**src/rtl/pcpu_bus_pkg.sv**
```systemverilog
// Shared bus encodings for the fetch unit and the memory arbiter:
// arbiter FSM states and the address-source select values.
package pcpu_bus_pkg;

    localparam int unsigned ST_W  = 3;
    localparam int unsigned SEL_W = 2;

    localparam logic [ST_W-1:0] ST_IDLE = 3'd0;
    localparam logic [ST_W-1:0] ST_I_LO = 3'd1;
    localparam logic [ST_W-1:0] ST_I_HI = 3'd2;
    localparam logic [ST_W-1:0] ST_D_RD = 3'd3;
    localparam logic [ST_W-1:0] ST_D_WR = 3'd4;

    localparam logic [SEL_W-1:0] SEL_NONE = 2'd0;
    localparam logic [SEL_W-1:0] SEL_PC   = 2'd1;
    localparam logic [SEL_W-1:0] SEL_PRED = 2'd2;

endpackage

```
**src/rtl/bus_watchdog.sv**
```systemverilog
// Counts cycles without a memory acknowledge since the last clear;
// expired flags the cycle in which the LIMIT-th such cycle completes.
module bus_watchdog #(
    parameter int unsigned LIMIT = 64
) (
    input  logic clk,
    input  logic rst,
    input  logic clear,
    input  logic tick,
    output logic expired
);

    localparam int unsigned CNT_W = 8;

    logic [CNT_W-1:0] cnt_q;
    logic [CNT_W-1:0] cnt_d;

    assign expired = tick & (cnt_q == CNT_W'(LIMIT - 1));

    always_comb begin
        cnt_d = cnt_q;
        if (clear) begin
            cnt_d = '0;
        end else if (tick) begin
            cnt_d = cnt_q + CNT_W'(1);
        end
    end

    always_ff @(posedge clk) begin
        if (rst) begin
            cnt_q <= '0;
        end else begin
            cnt_q <= cnt_d;
        end
    end

endmodule

```
**src/rtl/mem_arbiter.sv**
```systemverilog
// Arbitrates a 16-bit word memory between two-beat instruction fetches and
// single-beat data accesses. Optional ack timeout: define BUS_TIMEOUT_EN.
module mem_arbiter
    import pcpu_bus_pkg::*;
#(
    parameter int unsigned TIMEOUT_CYCLES = 64
) (
    input  logic        clk,
    input  logic        rst,
    input  logic        ram_read,
    input  logic [1:0]  addr_bus_mux_ctl,
    input  logic [15:0] pc_in,
    input  logic [15:0] predi_pc,
    input  logic        data_rd,
    input  logic        data_wr,
    input  logic [15:0] data_addr,
    input  logic [15:0] data_wdata,
    output logic [31:0] ram_out,
    output logic        ram_data_ready,
    output logic        ram_busy,
    output logic [15:0] data_rdata,
    output logic        data_ready,
    output logic        mem_req,
    output logic        mem_we,
    output logic [16:0] mem_addr,
    output logic [15:0] mem_wdata,
    input  logic        mem_ack,
    input  logic [15:0] mem_rdata,
    output logic        bus_err
);

    localparam int unsigned AW = 16;
    localparam int unsigned DW = 16;

    if (TIMEOUT_CYCLES < 2 || TIMEOUT_CYCLES > 255) begin : g_bad_timeout
        $error("mem_arbiter: TIMEOUT_CYCLES must be within 2..255");
    end

    logic [ST_W-1:0] state_q, state_d;
    logic [AW-1:0]   iaddr_q, iaddr_d;
    logic [2*DW-1:0] ram_out_q, ram_out_d;
    logic [DW-1:0]   rdata_q, rdata_d;
    logic            iready_q, iready_d;
    logic            dready_q, dready_d;
    logic            err_q, err_d;
    logic            expired_c;

`ifdef BUS_TIMEOUT_EN
    logic wd_clear_c;

    // Restart the count in IDLE and on every accepted beat (state entry).
    assign wd_clear_c = (state_q == ST_IDLE) | mem_ack;

    bus_watchdog #(
        .LIMIT (TIMEOUT_CYCLES)
    ) u_bus_watchdog (
        .clk     (clk),
        .rst     (rst),
        .clear   (wd_clear_c),
        .tick    (!mem_ack),
        .expired (expired_c)
    );
`else
    assign expired_c = 1'b0;
`endif

    assign ram_busy       = (state_q != ST_IDLE) | data_rd | data_wr;
    assign ram_out        = ram_out_q;
    assign ram_data_ready = iready_q;
    assign data_rdata     = rdata_q;
    assign data_ready     = dready_q;
    assign bus_err        = err_q;

    always_comb begin
        state_d   = state_q;
        iaddr_d   = iaddr_q;
        ram_out_d = ram_out_q;
        rdata_d   = rdata_q;
        iready_d  = 1'b0;
        dready_d  = 1'b0;
        err_d     = 1'b0;
        mem_req   = 1'b0;
        mem_we    = 1'b0;
        mem_addr  = '0;
        mem_wdata = '0;

        case (state_q)
            ST_IDLE: begin
                // The data requester still holds its level during the
                // data_ready cycle, so that cycle must not start a transfer.
                if (!dready_q) begin
                    if (data_wr) begin
                        state_d = ST_D_WR;
                    end else if (data_rd) begin
                        state_d = ST_D_RD;
                    end else if (ram_read) begin
                        if (addr_bus_mux_ctl == SEL_PC) begin
                            iaddr_d = pc_in;
                            state_d = ST_I_LO;
                        end else if (addr_bus_mux_ctl == SEL_PRED) begin
                            iaddr_d = predi_pc;
                            state_d = ST_I_LO;
                        end
                    end
                end
            end
            ST_I_LO: begin
                mem_req  = 1'b1;
                mem_addr = {iaddr_q, 1'b0};
                if (mem_ack) begin
                    ram_out_d[DW-1:0] = mem_rdata;
                    state_d           = ST_I_HI;
                end else if (expired_c) begin
                    err_d   = 1'b1;
                    state_d = ST_IDLE;
                end
            end
            ST_I_HI: begin
                mem_req  = 1'b1;
                mem_addr = {iaddr_q, 1'b1};
                if (mem_ack) begin
                    ram_out_d[2*DW-1:DW] = mem_rdata;
                    iready_d             = 1'b1;
                    state_d              = ST_IDLE;
                end else if (expired_c) begin
                    err_d   = 1'b1;
                    state_d = ST_IDLE;
                end
            end
            ST_D_RD, ST_D_WR: begin
                mem_req   = 1'b1;
                mem_we    = (state_q == ST_D_WR);
                mem_addr  = {1'b0, data_addr};
                mem_wdata = data_wdata;
                if (mem_ack) begin
                    if (state_q == ST_D_RD) begin
                        rdata_d = mem_rdata;
                    end
                    dready_d = 1'b1;
                    state_d  = ST_IDLE;
                end else if (expired_c) begin
                    err_d   = 1'b1;
                    state_d = ST_IDLE;
                end
            end
            default: begin
                state_d = ST_IDLE;
            end
        endcase
    end

    always_ff @(posedge clk) begin
        if (rst) begin
            state_q   <= ST_IDLE;
            iaddr_q   <= '0;
            ram_out_q <= '0;
            rdata_q   <= '0;
            iready_q  <= 1'b0;
            dready_q  <= 1'b0;
            err_q     <= 1'b0;
        end else begin
            state_q   <= state_d;
            iaddr_q   <= iaddr_d;
            ram_out_q <= ram_out_d;
            rdata_q   <= rdata_d;
            iready_q  <= iready_d;
            dready_q  <= dready_d;
            err_q     <= err_d;
        end
    end

endmodule

```
**config.mk**
```make
export PLATFORM = sky130hd
export DESIGN_NAME = mem_arbiter
export DESIGN_NICKNAME = d
export VERILOG_FILES = /design/src/rtl/pcpu_bus_pkg.sv /design/src/rtl/bus_watchdog.sv /design/src/rtl/mem_arbiter.sv
export SDC_FILE = /design/constraint.sdc
export NUM_CORES = 1
export LEC_CHECK = 0
export CORE_AREA = 2 2 120 111
export DETAILED_ROUTE_END_ITERATION = 10
export DIE_AREA = 0 0 122 113
export GPL_TIMING_DRIVEN = 1
export PLACE_DENSITY = 0.52
export SLEW_MARGIN = 10
export SYNTH_ARGS = -nofsm -noshare
export SYNTH_HDL_FRONTEND = slang
export SYNTH_HIERARCHICAL = 1
export SYNTH_SLANG_ARGS = --single-unit
```
**constraint.sdc**
```tcl
create_clock -name clk -period 2.1 [get_ports clk]
set_clock_uncertainty 0.15 [all_clocks]
set_input_delay 0.21 -clock clk [delete_from_list [all_inputs] [get_ports clk]]
set_output_delay 0.21 -clock clk [all_outputs]
set_load 0.1 [all_outputs]
```
==> summary.md <==
| Metric | Value |
|---|---|
| Post-layout instance area | `0.00599 mm²` |
| Dpl ws | `-0.0764 ns` |
| Final RePlAce weighted congestion | `0.773` |
| Worst Path Required | `1.74 ns` |
| Critical path origin | `state_q[1]` |
| Port buffer count | `173` |
| First-pass GRT wire length | `16600 µm` |
| Crit path cell chain | `buf_6 > nor2b_4 > a21o_4 > clkbuf_16 > a22o_4 > buf_12` |
| Total Wirelength | `11100 µm` |
| DR vias/cell | `4.48` |
| Mapped Area | `0.00306 mm²` |
| Clk slew on worst S/H paths | `0.06 ns` |
| Initial antenna violation count | `0` |
| DP Area | `0.00542 mm²` |
| Overall routing resource usage | `15.6%` |
| Die Height | `113 µm` |
| Antenna Cells | `0` |
| Number of buffers created by CTS | `9` |
| Maxcap violations | `0` |
| Crit-path max cell delay | `0.33 ns` |
| CP max stage cell | `dfxtp_2` |
| Final worst-path cycle share | `101%` |
| Core box area | `0.0124 mm²` |
| Min-delay src | `rst` |
| CTS HTree Levels | `3` |
| PD cells | `1050 mW/mm²` |
| Fin crit period | `2.13 ns` |
| RSZ-0062 raised after global routing | `yes` |
| Vias | `3227` |
| Area grow syn2layout | `95.5%` |
| Syn_nets | `455` |
| Most used flip-flop cell after synthesis | `dfxtp_1` |
| Die ar. | `0.0138 mm²` |
| Pin count of the biggest net entering global routing | `72` |
| Hold-fix buffers at CTS | `0` |
| Skew-Pair Late Insertion Delay | `0.32 ns` |
| Number of flops mapped to enable cells by yosys | `0` |
| Syn_area_per_cell | `8.37 µm²` |
| TritonRoute pass-1 iters | `4` |
| Clock sink count | `69` |
| Number of global-route vias before repair | `3102` |
| Worst setup slack after layout | `-0.0301 ns` |
| Pins Over Slew Limit | `0` |
| HPWL Detailed | `8160 µm` |
| Share of cells above drive strength 1 | `34.7%` |
| FF-to-FF Start | `state_q[2]` |
| Root buffer cell | `clkbuf_16` |
| Final core occ | `48.1%` |
| Critical path arrival | `1.77 ns` |
| Remaining global-route overflow | `0` |
| Post-Syn Instances | `366` |
| Sequential area share after synthesis | `45.1%` |
| Seq cells post-synth | `69` |
| Chip Width | `122 µm` |
| Leakage power | `0.00237 µW` |
| # nets final | `640` |
| Fraction of registers with async set/reset | `0%` |
| Fin. Hold Viols | `0` |
| Post-route ant nets | `0` |
| Crit end category | `output port` |
| Site row count | `39` |
| Routed len/inst | `15.4 µm` |
| Crit path kind | `flop to output port` |
| Crit-path max FO | `5` |
| Remaining DRCs | `0` |
| Deepest clock path buffer count | `2` |
| Syn. warnings | `6` |
| Initial DRC Count | `85` |
| Failing checks | `setup timing` |
| Most frequent cells in the layout | `nand2_1 (96), clkdlybuf4s50_1 (86), buf_4 (72)` |
| Top Ports | `175` |
| # setup viols final | `31` |
| Peak VDD IR | `405 µV` |
| CTS tree | `yes` |
| Buf/Inv on CP | `3` |
| Worst Setup Start Kind | `flop` |
| Starting Density | `24.6%` |
| FMAX | `469 MHz` |
| Hold WC Path Type | `primary input to flop` |
| Synth cell types | `34` |
| Status | `complete, but fails checks` |
| Commonest non-fill, non-tap cell in the layout | `nand2_1` |
| Top delay family on crit path | `compound AO/OA/AOI/OAI gates` |
-- metrics by stage --
stage | setup TNS (ns) | std cells | hold slack (ns) | power (µW)
final | -0.583 | 720 | 0.244 | 6260
after global routing | -1.88 | 720 | 0.255 | 6490
after global placement | -0.417 | 694 | 0.293 | 4370
after detailed placement | -0.938 | 694 | 0.297 | 4380
after floorplan | -9.60 | 366 | 0.196 | 3340
after CTS | -1.03 | 713 | 0.231 | 6200
-- Yosys cell counts (3+ instances only) --
cell      number  area [µm²]
a22o_1        15         131
and2_1        17         106
nor2_1        22        82.6
a21oi_1       48         240
buf_6          3        33.8
mux2i_1       17         170
dfxtp_1       69        1380
and3_1         3        18.8
inv_1          3        11.3
a211oi_1       3        22.5
nand2_1       96         360
a211oi_2      14         175
clkbuf_1      24        90.1
nand3_1        3        15.0
o21ai_0        4        20.0
nor2b_1        3        18.8
-- worst reg2reg max path, stage by stage (launching register included) --
cell and delay (ns):
dfxtp_2 0.35, or4_4 0.56, nor4b_4 0.28, buf_12 0.24, nor2_1 0.07, a211oi_1 0.21
-- flip-flops by register name, indices dropped and copies added (netlist names) --
register,cells
ram_out,32
state_q,3
ram_data_ready,1
iaddr_q,16
data_ready,1
data_rdata,16
-- timing repair --
action / in CTS / in global routing
pin swaps: 8 / 12
endpoints found under the setup margin: 31 / 31
setup buffers: 2 / 6
gates cloned: 1 / 2
gates resized for setup: 17 / 13
-- power breakdown --
| part | leakage [µW] | internal (µW) | switching (µW) | total, µW |
|---|---|---|---|---|
| sequential | 0.000559 | 1390 | 54.6 | 1450 |
| clock | 0.000162 | 1110 | 568 | 1670 |
| combinational | 0.00165 | 1210 | 1930 | 3140 |
-- cell families after synthesis --
kind of cell / after synthesis / share of synthesized area [%]
other: 1 / 0.122
buffers and inverters: 34 / 5.19
muxes: 17 / 5.56
xor gates and xnor gates: 2 / 0.572
DFF: 69 / 45.1
and+or+nand+nor: 154 / 22.7
AOI/OAI and AO/OA: 88 / 20.3
adders and majority gates: 1 / 0.408
-- metal layers --
layer  share of wire [%]  wire length (µm)  track usage [%]  vias up
li1                    -                 -                -     1608
met1                  42              4670             18.5     1480
met2                  46              5080             25.5      127
met3                  11              1210             6.25       12
met4                 1.2               138             5.13        0
met5                   0                 0                0        -
-- layout make-up --
class	count	area [µm²]
multi-input combinational	263	1730
timing repair buffer	205	2320
inverter	3	11.3
sequential	69	1390
clock buffer	11	253
fill	1134	6450
tap	164	205
clock inverter	5	81.3
-- final timing paths --
path,end,slack (ns),cells after the start
min reg2reg,data_rdata[3],0.30,2
min,data_rdata[3],0.24,3
max reg2reg,iaddr_q[15],0.16,5
max,mem_addr[14],-0.03,6
(Power assumes the default switching activity.)
